$ cat src/rtl/sec_locator_seq.sv
// Sequential single-error locator for shortened cyclic Hamming codes over GF(2^M).
// Optional SEC_LOC_EARLY_EXIT_EN ends the search on the first match instead of running the full length.
module sec_locator_seq #(
  parameter int             M     = 5,
  parameter logic [M-1:0]   POLY  = 5'b00101,
  parameter int             N_LEN = 29,
  parameter int             P     = 4,
  parameter int             LOC_W = $clog2(N_LEN+1)
) (
  input  logic             clk,
  input  logic             rst_n,
  input  logic             s_valid,
  output logic             s_ready,
  input  logic [M-1:0]     s_syndrome,
  output logic             m_valid,
  input  logic             m_ready,
  output logic             m_found,
  output logic             m_zero,
  output logic [LOC_W-1:0] m_loc
);

  localparam logic [1:0] IDLE   = 2'd0;
  localparam logic [1:0] SEARCH = 2'd1;
  localparam logic [1:0] DONE   = 2'd2;
  localparam int         IDX_W  = LOC_W + 1;

  function automatic logic [M-1:0] mul_a(input logic [M-1:0] x);
    return {x[M-2:0], 1'b0} ^ (x[M-1] ? POLY : '0);
  endfunction

  // Column i holds alpha^k * x^i; evaluated only for constant k at elaboration.
  function automatic logic [M-1:0][M-1:0] pow_mat(input int k);
    logic [M-1:0][M-1:0] mt;
    logic [M-1:0]        v;
    for (int i = 0; i < M; i++) begin
      v    = '0;
      v[i] = 1'b1;
      for (int j = 0; j < k; j++) v = mul_a(v);
      mt[i] = v;
    end
    return mt;
  endfunction

  function automatic logic [M-1:0] mat_mul(input logic [M-1:0][M-1:0] mt, input logic [M-1:0] x);
    logic [M-1:0] r;
    r = '0;
    for (int i = 0; i < M; i++) if (x[i]) r = r ^ mt[i];
    return r;
  endfunction

  localparam logic [M-1:0][M-1:0] MAT_P = pow_mat(P);

  logic [1:0]       state_q, state_d;
  logic [M-1:0]     syn_q, syn_d;
  logic [M-1:0]     cur_q, cur_d;
  logic [IDX_W-1:0] idx_q, idx_d;
  logic             found_q, found_d;
  logic             zero_q, zero_d;
  logic [LOC_W-1:0] loc_q, loc_d;
  logic [P-1:0]     lane_hit;
  logic [LOC_W-1:0] hit_loc;
  logic             hit_any;
  logic             last;

  // Lanes past the shortened length are masked even though their powers are valid field elements.
  for (genvar k = 0; k < P; k++) begin : g_lane
    localparam logic [M-1:0][M-1:0] MAT_K = pow_mat(k);
    assign lane_hit[k] = (mat_mul(MAT_K, cur_q) == syn_q) &&
                         ((idx_q + IDX_W'(k)) < IDX_W'(N_LEN));
  end

  assign hit_any = |lane_hit;
  assign last    = (idx_q + IDX_W'(P)) >= IDX_W'(N_LEN);

  always_comb begin
    hit_loc = '0;
    for (int k = 0; k < P; k++)
      if (lane_hit[k]) hit_loc = LOC_W'(idx_q + IDX_W'(k));
  end

  always_comb begin
    state_d = state_q;
    syn_d   = syn_q;
    cur_d   = cur_q;
    idx_d   = idx_q;
    found_d = found_q;
    zero_d  = zero_q;
    loc_d   = loc_q;
    case (state_q)
      IDLE: begin
        if (s_valid) begin
          syn_d   = s_syndrome;
          cur_d   = M'(1);
          idx_d   = '0;
          found_d = 1'b0;
          zero_d  = (s_syndrome == '0);
          loc_d   = (s_syndrome == '0) ? '0 : '1;
          state_d = (s_syndrome == '0) ? DONE : SEARCH;
        end
      end
      SEARCH: begin
        idx_d = idx_q + IDX_W'(P);
        cur_d = mat_mul(MAT_P, cur_q);
        if (hit_any && !found_q) begin
          found_d = 1'b1;
          loc_d   = hit_loc;
        end
`ifdef SEC_LOC_EARLY_EXIT_EN
        if (last || hit_any) state_d = DONE;
`else
        if (last) state_d = DONE;
`endif
      end
      DONE: begin
        if (m_ready) state_d = IDLE;
      end
      default: state_d = IDLE;
    endcase
  end

  always_ff @(posedge clk or negedge rst_n) begin
    if (!rst_n) begin
      state_q <= IDLE;
      syn_q   <= '0;
      cur_q   <= '0;
      idx_q   <= '0;
      found_q <= 1'b0;
      zero_q  <= 1'b0;
      loc_q   <= '0;
    end else begin
      state_q <= state_d;
      syn_q   <= syn_d;
      cur_q   <= cur_d;
      idx_q   <= idx_d;
      found_q <= found_d;
      zero_q  <= zero_d;
      loc_q   <= loc_d;
    end
  end

  assign s_ready = (state_q == IDLE);
  assign m_valid = (state_q == DONE);
  assign m_found = found_q;
  assign m_zero  = zero_q;
  assign m_loc   = loc_q;

endmodule

$ cat config.mk
export PLATFORM = sky130hd
export DESIGN_NAME = sec_locator_seq
export DESIGN_NICKNAME = d
export VERILOG_FILES = /design/src/rtl/sec_locator_seq.sv
export SDC_FILE = /design/constraint.sdc
export NUM_CORES = 1
export LEC_CHECK = 0
export CORE_ASPECT_RATIO = 0.7
export CORE_UTILIZATION = 60
export CTS_BUF_LIST = sky130_fd_sc_hd__clkbuf_4 sky130_fd_sc_hd__clkbuf_8
export CTS_CLUSTER_DIAMETER = 50
export DETAILED_ROUTE_END_ITERATION = 10
export PLACE_DENSITY_LB_ADDON = 0.3
export SLEW_MARGIN = 25
export SYNTH_ARGS = -nofsm -noshare
export SYNTH_HDL_FRONTEND = slang
export SYNTH_SLANG_ARGS = --single-unit
$ cat constraint.sdc
create_clock -name clk -period 5.8 [get_ports clk]
set_input_delay 0.58 -clock clk [delete_from_list [all_inputs] [get_ports clk]]
set_output_delay 0.58 -clock clk [all_outputs]
set_load 0.005 [all_outputs]
==> out/summary.txt <==
Io pins -> 18
Routed WL per cell -> 16.1 um
Fmax -> 0.447 GHz
Synthesis-to-layout area growth -> 11.6%
Setup TNS Final -> 0 ns
Yosys warnings -> 0
Most frequent cell after synthesis -> dfrtp_1
Post-CTS Setup Bufs -> 0
Synthesized instance count -> 143
Core area -> 2170 um^2
Placed insts -> 179
Slew Viols, Final -> 0
WP data arrival -> 2.45 ns
Initial Utilization -> 0.647
Num CTS Buffers -> 3
Drt first pass iters -> 4
Chip Height -> 42.5 um
Fin Clk Skew -> 0.00739 ns
Number of flops mapped to enable cells by yosys -> 0
Full die area -> 2540 um^2
Int Power -> 513 uW
Crit share post-route -> 0.385
WL final -> 2940 um
RSZ-0062 raised after global routing -> false
Final Hold Vio Count -> 0
DRC viols -> 0
CP Capture Type -> register
Vias per std cell -> 5.99
H-tree depth -> 1
Vias after detailed routing -> 1097
Worst setup path class -> register to register
CTS tree -> yes
Placed wire-length estimate -> 2220 um
Power Density -> 567 nW/um^2
CP max stage cell -> dfrtp_1
Clock root cell -> clkbuf_4
Synth top cells by count -> dfrtp_1 (23), nand2_1 (15), xnor2_1 (13)
Main synth FF type -> dfrtp_1
Vias in the first global route -> 1009
Synth top area share -> 0.409
Switching Power -> 377 uW
Combinational share of power -> 0.514
Util after Layout -> 0.722
Final Wtd Congestion -> 0.926
Status -> finished, final reports clean
Area occupied by multi-input gates -> 751 um^2
Routed Antenna Nets -> 0
Setup violators final -> 0
GRT Total Usage -> 0.267
Register area -> 576 um^2
Max FO, Critical Path -> 10
Ranking of synthesized cells by area -> dfrtp_1 (41%), xnor2_1 (8.1%), xor2_1 (4.4%)
Skew-Pair Late Insertion Delay -> 0.31 ns
RR Startpoint -> cur_q[4]$_DFFE_PN0P_
Crit path from -> cur_q[4]$_DFFE_PN0P_
Initial DRC Count -> 49
Asr flop ratio synth -> 1.00
PortBufs -> 17
Critical Path RT -> 6.01 ns
Syn_nets -> 154
#FFs+latches synth -> 23
Non-filler cells, final -> 183
R2R Path End -> m_loc[1]$_DFFE_PN0P_
NumNets Final -> 163
Sequential Power Share -> 0.400
Post-synthesis instance area -> 1410 um^2
Clk buf depth -> 2
Hold Crit Class -> input port to asynchronous set/reset pin
FP Rows -> 14
Crit path time final -> 2.24 ns
Avg Synthesized Cell Area -> 9.83 um^2
Grt total ovfl -> 0
Crit path cell chain -> or4bb_1 > a21oi_1 > o211ai_1 > nand4_2 > and2_4 > mux2_4
Clk pin slew, worst setup/hold paths -> 0.12 ns
Pin count of the biggest net entering global routing -> 24
First-pass GRT wire length -> 4910 um
Initial antenna violation count -> 0
ANT cells -> 0
Sw Ratio -> 0.424
Chip width -> 59.9 um
Internal reg-to-reg setup slack -> 3.56 ns
Cell taking the most area after synthesis -> dfrtp_1
Worst vdd ir -> 0.000275 V
Slowest Stage Delay on Critical Path -> 0.63 ns
Post-CTS Hold Buffers -> 0
Static leakage -> 0.000649 uW
Startpoint Class -> register
# fillers -> 168
Worst R2R Path Depth -> 6
# clock sinks -> 23
Sequential cell area fraction in the yosys report -> 0.409
Max capacitance violation total -> 0
Synth unique cells -> 40
Clock power share -> 0.086
Layout cells sized above 1 -> 0.132
Worst slew margin -> 0.524
Worst slew pin tran -> 0.712 ns
Post-cts sizing count -> 0
## worst max-delay path: cells and delay by family (launching register included)
kind,cells,cell delay [ns]
DFF,1,0.63
muxes,1,0.30
AOI/OAI and AO/OA,2,0.36
and+or+nand+nor,3,0.85
## power groups by stage
stage | logic, uW | clock network (uW) | registers (uW)
final | 457 | 76.4 | 356
after detailed placement | 451 | 0 | 356
after floorplan | 422 | 0 | 275
after CTS | 453 | 79.3 | 352
after global routing | 501 | 84.6 | 366
after global placement | 426 | 0 | 349
## worst max-delay path by stage
stage	to	cells after the start
6_report	m_loc[1]$_DFFE_PN0P_	6
5_1_grt	m_loc[1]$_DFFE_PN0P_	6
4_1_cts	m_loc[1]$_DFFE_PN0P_	6
3_5_place_dp	m_loc[1]$_DFFE_PN0P_	6
3_3_place_gp	m_loc[0]$_DFFE_PN0P_	6
2_1_floorplan	m_loc[0]$_DFFE_PN0P_	8
## state kept, by name, indices dropped and copies added, names as in the netlist
signal   flops
state_q      2
m_zero       1
syn_q        5
idx_q        4
m_found      1
cur_q        5
m_loc        5
## metal layers
layer / vias up / global-route usage / part of all wire
met1: 527 / 0.384 / 0.45
met3: 5 / 0.0710 / 0.066
met5: - / 0 / 0
met2: 50 / 0.404 / 0.48
met4: 0 / 0.0558 / 0.011
li1: 515 / - / -
## placed cells by master, fill, tap and decap left out, types with 2 or more instances in the layout
master / synthesis / routed
a21oi_1: 5 / 5
a31oi_1: 2 / 2
clkbuf_4: 0 / 4
clkdlybuf4s50_1: 0 / 16
dfrtp_1: 23 / 23
ha_1: 2 / 2
inv_1: 2 / 2
mux2_2: 5 / 5
mux2_4: 2 / 2
nand2_1: 15 / 15
nand2b_1: 2 / 2
nand3_1: 8 / 8
nand4_2: 2 / 2
nand4b_1: 2 / 2
nor2_1: 7 / 7
o211ai_1: 2 / 2
o21ai_0: 8 / 8
o221a_2: 3 / 3
or4_1: 2 / 2
xnor2_1: 13 / 13
xor2_1: 7 / 7
## through the flow
stage	instance area [um^2]	power (uW)	worst slack (ns)	hold slack, ns
3_5_place_dp	1540	808	3.30	0.468
3_3_place_gp	1540	775	3.39	0.468
5_1_grt	1570	952	3.45	0.246
4_1_cts	1570	885	3.59	0.495
2_1_floorplan	1410	697	3.79	0.284
6_report	1570	889	3.56	0.218
## cell families (layout without fill, tap and decap cells)
| group | Yosys count | after routing | share of synthesized area |
|---|---|---|---|
| AND/OR/NAND/NOR | 48 | 48 | 0.188 |
| AO/OA/AOI/OAI | 26 | 26 | 0.124 |
| flip-flops | 23 | 23 | 0.409 |
| XOR/XNOR | 21 | 21 | 0.136 |
| buffers and inverters | 15 | 23 | 0.0569 |
| multiplexers | 8 | 8 | 0.0685 |
| adder cells (fa/ha/maj) | 2 | 2 | 0.0178 |
## area by class of cell
type	instances	area share
clock buffer	4	0.0191
inverter	2	0.00478
multi-input combinational	105	0.478
sequential	23	0.367
tap	32	0.0255
timing repair buffer	17	0.105
Power figures use the tool's default switching activity.
